## src/rtl/div_pkg.sv

```systemverilog
// Shared types and sizing for the sequential restoring divider.
package div_pkg;
  typedef enum logic [1:0] {IDLE, RUN, DONE} div_state_e;

  localparam int DW_DEF = 16;
  localparam int VW_DEF = 8;

  // Step counter width for a DW-step operation.
  function automatic int cnt_width(input int dw);
    return $clog2(dw + 1);
  endfunction
endpackage

```

## src/rtl/seq_divider_if.sv

```systemverilog
// Request/result bundle between a divider client (master) and seq_divider (slave).
interface seq_divider_if
  import div_pkg::*;
#(
  parameter int DW = DW_DEF,
  parameter int VW = VW_DEF
) ();
  // Handshake: a rising edge of start while the divider is idle launches one
  // operation with the operands present on that edge; busy covers the run, and
  // done pulses for exactly one cycle when quotient/remainder/dbz update.
  // Edges of start while busy or done are dropped, never queued.
  logic          start;
  logic [DW-1:0] dividend;
  logic [VW-1:0] divisor;
  logic [DW-1:0] quotient;
  logic [VW-1:0] remainder;
  logic          dbz;
  logic          busy;
  logic          done;

  modport master (
    output start, dividend, divisor,
    input  quotient, remainder, dbz, busy, done
  );

  modport slave (
    input  start, dividend, divisor,
    output quotient, remainder, dbz, busy, done
  );
endinterface

```

## src/rtl/div_step.sv

```systemverilog
// One combinational restoring-division iteration: shift in a dividend bit,
// subtract the divisor when it fits.
module div_step #(
  parameter int VW = 8
) (
  input  logic [VW:0]   pr_i,
  input  logic          din_i,
  input  logic [VW-1:0] divisor_i,
  output logic [VW:0]   pr_o,
  output logic          q_o
);
  logic [VW+1:0] shifted;
  logic [VW+1:0] dv_ext;

  always_comb begin
    shifted = {pr_i, din_i};
    dv_ext  = {2'b00, divisor_i};
    q_o     = (shifted >= dv_ext);
    pr_o    = q_o ? (VW+1)'(shifted - dv_ext) : (VW+1)'(shifted);
  end
endmodule

```

## src/rtl/seq_divider.sv

```systemverilog
// Sequential restoring divider: one quotient bit per clock, DW steps per
// operation, results held in output registers until the next completion.
module seq_divider
  import div_pkg::*;
#(
  parameter int DW = DW_DEF,
  parameter int VW = VW_DEF
) (
  input  logic          clk,
  input  logic          rst_n,
  seq_divider_if.slave  bus,
  output div_state_e    state_dbg
);
  localparam int CW = cnt_width(DW);

  div_state_e    state_q, state_d;
  logic          start_q;
  logic [CW-1:0] cnt_q, cnt_d;
  logic [DW-1:0] dq_q, dq_d;
  logic [VW-1:0] dv_q, dv_d;
  logic [VW:0]   pr_q, pr_d;
  logic [DW-1:0] quo_q, quo_d;
  logic [VW-1:0] rem_q, rem_d;
  logic          dbz_q, dbz_d;
  logic          busy_q, busy_d;
  logic          done_q, done_d;

  logic          accept;
  logic [VW:0]   step_pr;
  logic          step_q;

  // dq holds the unconsumed dividend bits in its top and collects quotient bits at its bottom.
  div_step #(.VW(VW)) u_step (
    .pr_i      (pr_q),
    .din_i     (dq_q[DW-1]),
    .divisor_i (dv_q),
    .pr_o      (step_pr),
    .q_o       (step_q)
  );

  always_comb begin
    state_d = state_q;
    cnt_d   = cnt_q;
    dq_d    = dq_q;
    dv_d    = dv_q;
    pr_d    = pr_q;
    quo_d   = quo_q;
    rem_d   = rem_q;
    dbz_d   = dbz_q;
    busy_d  = busy_q;
    done_d  = 1'b0;
    accept  = (state_q == IDLE) && bus.start && !start_q;

    case (state_q)
      IDLE: begin
        if (accept) begin
          state_d = RUN;
          dq_d    = bus.dividend;
          dv_d    = bus.divisor;
          pr_d    = '0;
          cnt_d   = '0;
          busy_d  = 1'b1;
        end
      end
      RUN: begin
        pr_d  = step_pr;
        dq_d  = {dq_q[DW-2:0], step_q};
        cnt_d = cnt_q + CW'(1);
        if (cnt_q == CW'(DW - 1)) begin
          state_d = DONE;
          busy_d  = 1'b0;
          done_d  = 1'b1;
          // A zero divisor still runs the full latency; its result is fixed.
          if (dv_q == '0) begin
            quo_d = '1;
            rem_d = '0;
            dbz_d = 1'b1;
          end else begin
            quo_d = {dq_q[DW-2:0], step_q};
            rem_d = step_pr[VW-1:0];
            dbz_d = 1'b0;
          end
        end
      end
      DONE:    state_d = IDLE;
      default: state_d = IDLE;
    endcase
  end

  always_ff @(posedge clk or negedge rst_n) begin
    if (!rst_n) begin
      state_q <= IDLE;
      start_q <= 1'b0;
      cnt_q   <= '0;
      dq_q    <= '0;
      dv_q    <= '0;
      pr_q    <= '0;
      quo_q   <= '0;
      rem_q   <= '0;
      dbz_q   <= 1'b0;
      busy_q  <= 1'b0;
      done_q  <= 1'b0;
    end else begin
      state_q <= state_d;
      start_q <= bus.start;
      cnt_q   <= cnt_d;
      dq_q    <= dq_d;
      dv_q    <= dv_d;
      pr_q    <= pr_d;
      quo_q   <= quo_d;
      rem_q   <= rem_d;
      dbz_q   <= dbz_d;
      busy_q  <= busy_d;
      done_q  <= done_d;
    end
  end

  assign bus.quotient  = quo_q;
  assign bus.remainder = rem_q;
  assign bus.dbz       = dbz_q;
  assign bus.busy      = busy_q;
  assign bus.done      = done_q;
  assign state_dbg     = state_q;
endmodule
```

## src/flat_wrapper.sv

```systemverilog
// flat-port wrapper written by rule: the top's interface ports become plain ports
module seq_divider_flat import div_pkg::*;
#(
  parameter int DW = DW_DEF,
  parameter int VW = VW_DEF
)
  (clk, rst_n, state_dbg, bus_start, bus_dividend, bus_divisor, bus_quotient, bus_remainder, bus_dbz, bus_busy, bus_done);
  seq_divider_if #(.DW(DW), .VW(VW)) bus_i ();
  input  logic clk;
  input  logic rst_n;
  output div_state_e state_dbg;
  input wire logic [$bits(bus_i.start)-1:0] bus_start;
  input wire logic [$bits(bus_i.dividend)-1:0] bus_dividend;
  input wire logic [$bits(bus_i.divisor)-1:0] bus_divisor;
  output wire logic [$bits(bus_i.quotient)-1:0] bus_quotient;
  output wire logic [$bits(bus_i.remainder)-1:0] bus_remainder;
  output wire logic [$bits(bus_i.dbz)-1:0] bus_dbz;
  output wire logic [$bits(bus_i.busy)-1:0] bus_busy;
  output wire logic [$bits(bus_i.done)-1:0] bus_done;
  assign bus_i.start = bus_start;
  assign bus_i.dividend = bus_dividend;
  assign bus_i.divisor = bus_divisor;
  assign bus_quotient = bus_i.quotient;
  assign bus_remainder = bus_i.remainder;
  assign bus_dbz = bus_i.dbz;
  assign bus_busy = bus_i.busy;
  assign bus_done = bus_i.done;
  seq_divider #(.DW(DW), .VW(VW)) u_core (.clk(clk), .rst_n(rst_n), .bus(bus_i), .state_dbg(state_dbg));
endmodule
```

## config.mk

```make
export PLATFORM = sky130hd
export DESIGN_NAME = seq_divider_flat
export DESIGN_NICKNAME = d
export VERILOG_FILES = /design/src/rtl/div_pkg.sv /design/src/rtl/seq_divider_if.sv /design/src/rtl/div_step.sv /design/src/rtl/seq_divider.sv /design/src/flat_wrapper.sv
export SDC_FILE = /design/constraint.sdc
export NUM_CORES = 1
export LEC_CHECK = 0
export BUFFER_PORTS_ARGS = -buffer_cell sky130_fd_sc_hd__buf_2
export CORE_ASPECT_RATIO = 0.6
export CORE_MARGIN = 4
export CORE_UTILIZATION = 35
export DETAILED_ROUTE_END_ITERATION = 10
export GPL_TIMING_DRIVEN = 1
export SYNTH_ARGS = -nofsm -noshare
export SYNTH_HDL_FRONTEND = slang
export SYNTH_HIERARCHICAL = 1
export SYNTH_SLANG_ARGS = --single-unit
```

## constraint.sdc

```tcl
create_clock -name clk -period 2.61 [get_ports clk]
set_input_delay 0.783 -clock clk [delete_from_list [all_inputs] [get_ports clk]]
set_output_delay 0.783 -clock clk [all_outputs]
set_load 0.005 [all_outputs]
```

Word level (Yosys, flattened, before mapping)
Index checks and enable logic that the tools add are counted.

Bits in registers: 68. Input bits: 27.

Add/subtract/negate cells: 2. Magnitude comparators: 1. Equality and inequality tests: 4. Muxes and demuxes: 18. Reduce and logical (&&, ||, !) cells: 11.

Operators by type and width (number): $mux W16 (2); $pmux W16 S2 (1); $mux W9 (2); $pmux W9 S2 (1); $ge A10 B8 Y1 (1); $pmux W5 S2 (1); $sub A9 B8 Y9 (1); $logic_not A8 Y1 (1); $mux W8 (1); $reduce_and A2 Y1 (4); $add A5 B1 Y5 const B (1); $eq A5 B4 Y1 const B (1); $mux W1 (5); $mux W5 (1); $mux W2 (2); $ne A2 B1 Y1 const B (2); $pmux W2 S2 (1); $reduce_and A3 Y1 (1); $eq A2 B1 Y1 const B (1); $logic_and A1 B1 Y1 (2); $logic_not A2 Y1 (1); $pmux W1 S2 (1); $reduce_bool A2 Y1 (1); $logic_not A1 Y1 (1).

Longest topological paths before layout
Depth after elaboration: 5. Gate-level depth with buffers: 12. Mapped depth without buffers: 11.

Cells and area by module
Netlist, hierarchy kept.

Modules (own cells, without submodules): seq_divider (times used 1, cells each 279, area each 2916.5 µm²); div_step (times used 1, cells each 75, area each 523.0 µm²).

Least setup slack after synthesis
No wires, ideal clock.

Path type: flip-flop to flip-flop. Start point: register u_core.dq_q[15]. End point: register u_core.rem_q[0], in the netlist u_core/bus.remainder[0]. Data arrival time: 2.164 ns. Data required time: 2.527 ns. Path slack: 0.363 ns. Stages on the path, launching flop included: 12. Path buffers: 1. Period minus slack after synthesis: 2.247 ns. Cell sequence: dfrtp_1 > inv_1 > ha_1 > inv_1 > fa_1 > nand3_1 > a21oi_1 > nor4b_4 > buf_6 > mux2i_1 > nand2_1 > o21ai_0.

Longest elaborated chain between the ends: 3. Elaborated cells on any way between the ends: 4. Classes of those cells: add/sub (1); order compare (1); mux (2).

Ends and longest elaborated chain: from (decl) (line seq_divider.sv:19) `logic [DW-1:0] dq_q, dq_d;`; from (signal assigned) (line seq_divider.sv:107) `dq_q <= dq_d;`; $sub A9 B8 Y9 / $ge A10 B8 Y1 (equally long branches) (line div_step.sv:19, div_step.sv:18); $mux W9 (*) (line div_step.sv:19) `pr_o = q_o ? (VW+1)'(shifted - dv_ext) : (VW+1)'(shifted);`; net u_core.step_pr[0] (line seq_divider.sv:29) `logic [VW:0] step_pr;`; $mux W8 (*) (line seq_divider.sv:74) `if (dv_q == '0) begin`; to (signal assigned) (line seq_divider.sv:111) `rem_q <= rem_d;`; to (decl) (line seq_divider.sv:23) `logic [VW-1:0] rem_q, rem_d;`.

Mark *: on every way through the listed nets, which the timed path passes. The rest lies on a longest branch. A chain may end at the register's enable or synchronous reset.

Worst setup path in the final report
Start point: register u_core.dq_q[15]. End point: register u_core.pr_q[7].

Longest elaborated chain between the ends: 3. Elaborated cells on any way between the ends: 4. Classes of those cells: add/sub (1); order compare (1); mux (2).

Ends and longest elaborated chain: $sub A9 B8 Y9 / $ge A10 B8 Y1 (equally long branches) (line div_step.sv:19, div_step.sv:18); $mux W9 (*) (line div_step.sv:19); net u_core.step_pr[7] (line seq_divider.sv:29); $pmux W9 S2 (*) (line seq_divider.sv:54) `case (state_q)`; to (signal assigned) (line seq_divider.sv:109) `pr_q <= pr_d;`; to (decl) (line seq_divider.sv:21) `logic [VW:0] pr_q, pr_d;`.

Marked as above.

==> impl_metrics.tcl <==
set metrics [dict create \
    setup_viol 0 \
    grt_max_degree 52 \
    synthesis.nets 392 \
    drtIter0Drc 159 \
    tns_ns 0 \
    grt_pass1_vias 2868 \
    rows 27 \
    clkSlewWorstSetupHoldPaths_ns 0.05 \
    drive_above_1_share_pct 24.8 \
    synth_edf_count 0 \
    powerDensity_mw_per_mm2 1380 \
    cts_tree "built" \
    grt_use_total_pct 16.6 \
    htree_levels 3 \
    synth_seq_cells 68 \
    drv_slew 0 \
    portBuffers 55 \
    end_kind "flop" \
    r2r_cells 12 \
    postSynthAreaPerCell_um2 9.72 \
    cts_inserted_buffers 9 \
    power.total_mw 5.67 \
    outcome "complete, no violations" \
    dp.final_hpwl_um 6210 \
    pre_cts_slack_ns 0.0975 \
    hold_path.class "in2async" \
    vias 2819 \
    skew_ns 0.00712 \
    hold_viol 0 \
    root_buffer "clkbuf_16" \
    setup.worst_path.class "reg2reg" \
    ctsHoldBuffers 0 \
    grt_antenna_before_repair 0 \
    drc 0 \
    fill_cells 936 \
    worstPathRequired_ns 2.80 \
    n_antenna_cell 0 \
    async_flop_share_pct 100 \
    ys.flop_type "dfrtp_1" \
    yosys_warnings 6 \
    tightest_slew_ns 0.732 \
    synth_top_area_share_pct 49.5 \
    ir_worst_vdd_v 0.000458 \
    pwr-share-comb_pct 47.2 \
    wirelength_um 8880 \
    grt_setup_unrepaired "false" \
    cp.arrival_ns 2.56 \
    num_io_pins 56 \
    syn_to_final_growth_pct 19.2 \
    dieHeight_um 84.8 \
    power.switching_mw 2.27 \
    seq_area_mm2 0.00170 \
    path_max_fanout 7 \
    first_pass_iters 4 \
    yosysTopAreaCell "dfrtp_1" \
    die_width_um 136 \
    drtAntennaViolNets 0 \
    internal_power_mw 3.39 \
    nets 448 \
    power_leakage_nw 1.79 \
    finalWorstPathRequiredPeriod_ns 2.36 \
    power.share.switching_pct 40.1 \
    routed_via_density 5.21 \
    synth_cell_types 47 \
    start_kind "flop" \
    seq_power_share_pct 34.3 \
    overflow 0 \
    die_area_mm2 0.0115 \
    fin_ws_ns 0.245 \
    clock_latency_ns 0.33 \
    pwr-share-clk_pct 18.5 \
    routedWlPerCell_um 16.4 \
    finish.utilization_pct 43.8 \
    hold_ws_ns 0.398 \
    start_util_pct 36.8 \
    max_freq_ghz 0.423 \
    coreArea_mm2 0.00936 \
    slew_headroom_pct 51.1 \
    netlist_instances 354 \
    multi_input_area_mm2 0.00157 \
    synthTopCellsByArea "dfrtp_1 (49%), nand2_1 (5.2%), a21oi_1 (4.9%)" \
    clockBufferDepth 2 \
    yosysSeqAreaShare_pct 49.5 \
    syn-cell-area_mm2 0.00344 \
    grt_pass1_wl_um 14900 \
    maxCapViolations 0 \
    clock-sinks 68 \
    gp_congestion 0.893 \
    fin_crit_sh_pct 90.6 \
]
-- cell type report --
cell class	instances	share of cell area (%)
inverters	16	1.46
well taps	130	3.97
multi-input cells	250	38.2
clock buffers	12	6.01
flip-flops and latches	68	41.5
repair buffers	65	8.85
-- synth_stat cells, drive strengths merged (7+ instances only) --
master / count
o2bb2ai: 7
a31oi: 7
mux2: 9
nor2: 37
buf: 15
nand2: 48
a21oi: 35
dfrtp: 68
o21ai: 26
o22ai: 20
inv: 15
ha: 10
and2: 8
-- power groups by stage --
| stage | Sequential (mW) | Clock (mW) | Combinational (mW) |
|---|---|---|---|
| CTS | 1.95 | 1.08 | 2.62 |
| floorplan | 1.86 | 0 | 1.92 |
| global route | 2.02 | 1.12 | 3.01 |
| global placement | 1.94 | 0 | 2.51 |
| detailed placement | 1.95 | 0 | 2.61 |
| finish | 1.94 | 1.05 | 2.67 |
-- metrics by stage --
stage / area, um^2 / instances
after floorplan: 3440 / 354
after global placement: 3840 / 528
after detailed placement: 3840 / 528
after CTS: 4090 / 540
after global routing: 4100 / 541
final: 4100 / 541
-- critical path, cell delays in order, from the launching register on --
cell and delay (ns):
dfrtp_1 0.39, inv_1 0.09, ha_1 0.15, inv_1 0.05, fa_2 0.37, nand3_2 0.10
a21oi_1 0.11, nor4b_4 0.35, buf_4 0.22, nor2b_1 0.14, a41oi_1 0.08, nand2_1 0.08
o21ai_0 0.08
-- cell usage in the layout, fill, tap and decap left out, drive strengths merged, types with 3 or more instances in the layout --
master / n
a31oi: 7
mux2: 9
o21ai: 26
and2: 8
o22ai: 20
inv: 15
dfrtp: 68
clkbuf: 12
a21oi: 35
nand2b: 3
ha: 10
nand2: 48
nor2b: 4
o2bb2ai: 7
mux2i: 3
nor2: 37
buf: 65
-- layer usage --
metal	routed length, um	up-vias	GRT usage, %
li1	-	1353	-
met1	4580	1357	24.7
met2	3490	95	22.7
met3	645	14	5.15
met4	163	0	5.03
met5	0	-	0
-- worst paths after layout --
kind | from | endpoint | slack (ns)
setup / recovery | u_core/dq_q[15] | u_core/pr_q[7] | 0.25
hold / removal | rst_n | u_core/dq_q[5] | 0.40
setup reg to reg | u_core/dq_q[15] | u_core/pr_q[7] | 0.25
hold reg to reg | u_core/bus.remainder[6] | u_core/bus.remainder[6] | 0.48
max in group asynchronous | rst_n | u_core/pr_q[3] | 1.58
min in group clk | u_core/bus.remainder[6] | u_core/bus.remainder[6] | 0.48
-- state kept, by name, summed over array words and instances (netlist names) --
| register | count |
|---|---|
| u_core/bus.quotient | 16 |
| u_core/dq_q | 16 |
| u_core/pr_q | 9 |
| u_core/bus.remainder | 8 |
| u_core/dv_q | 8 |
| u_core/cnt_q | 5 |
| u_core/state_dbg | 2 |
| u_core/bus.busy | 1 |
| u_core/bus.dbz | 1 |
| u_core/bus.done | 1 |
| u_core/start_q | 1 |
-- timing repair --
item	CTS	global route
setup buffers	0	1
setup endpoints to repair	0	10
gates resized for setup	0	4
-- logic make-up after synthesis --
logic type	count (synthesis)	synth area share (%)
buf+inv	36	5.17
simple gates	118	16.6
mux	12	3.82
xor+xnor	3	0.764
flops	68	49.5
compound gates	106	19.9
fa+ha+maj	11	4.22
No activity file was read; power rests on OpenSTA's default activity.
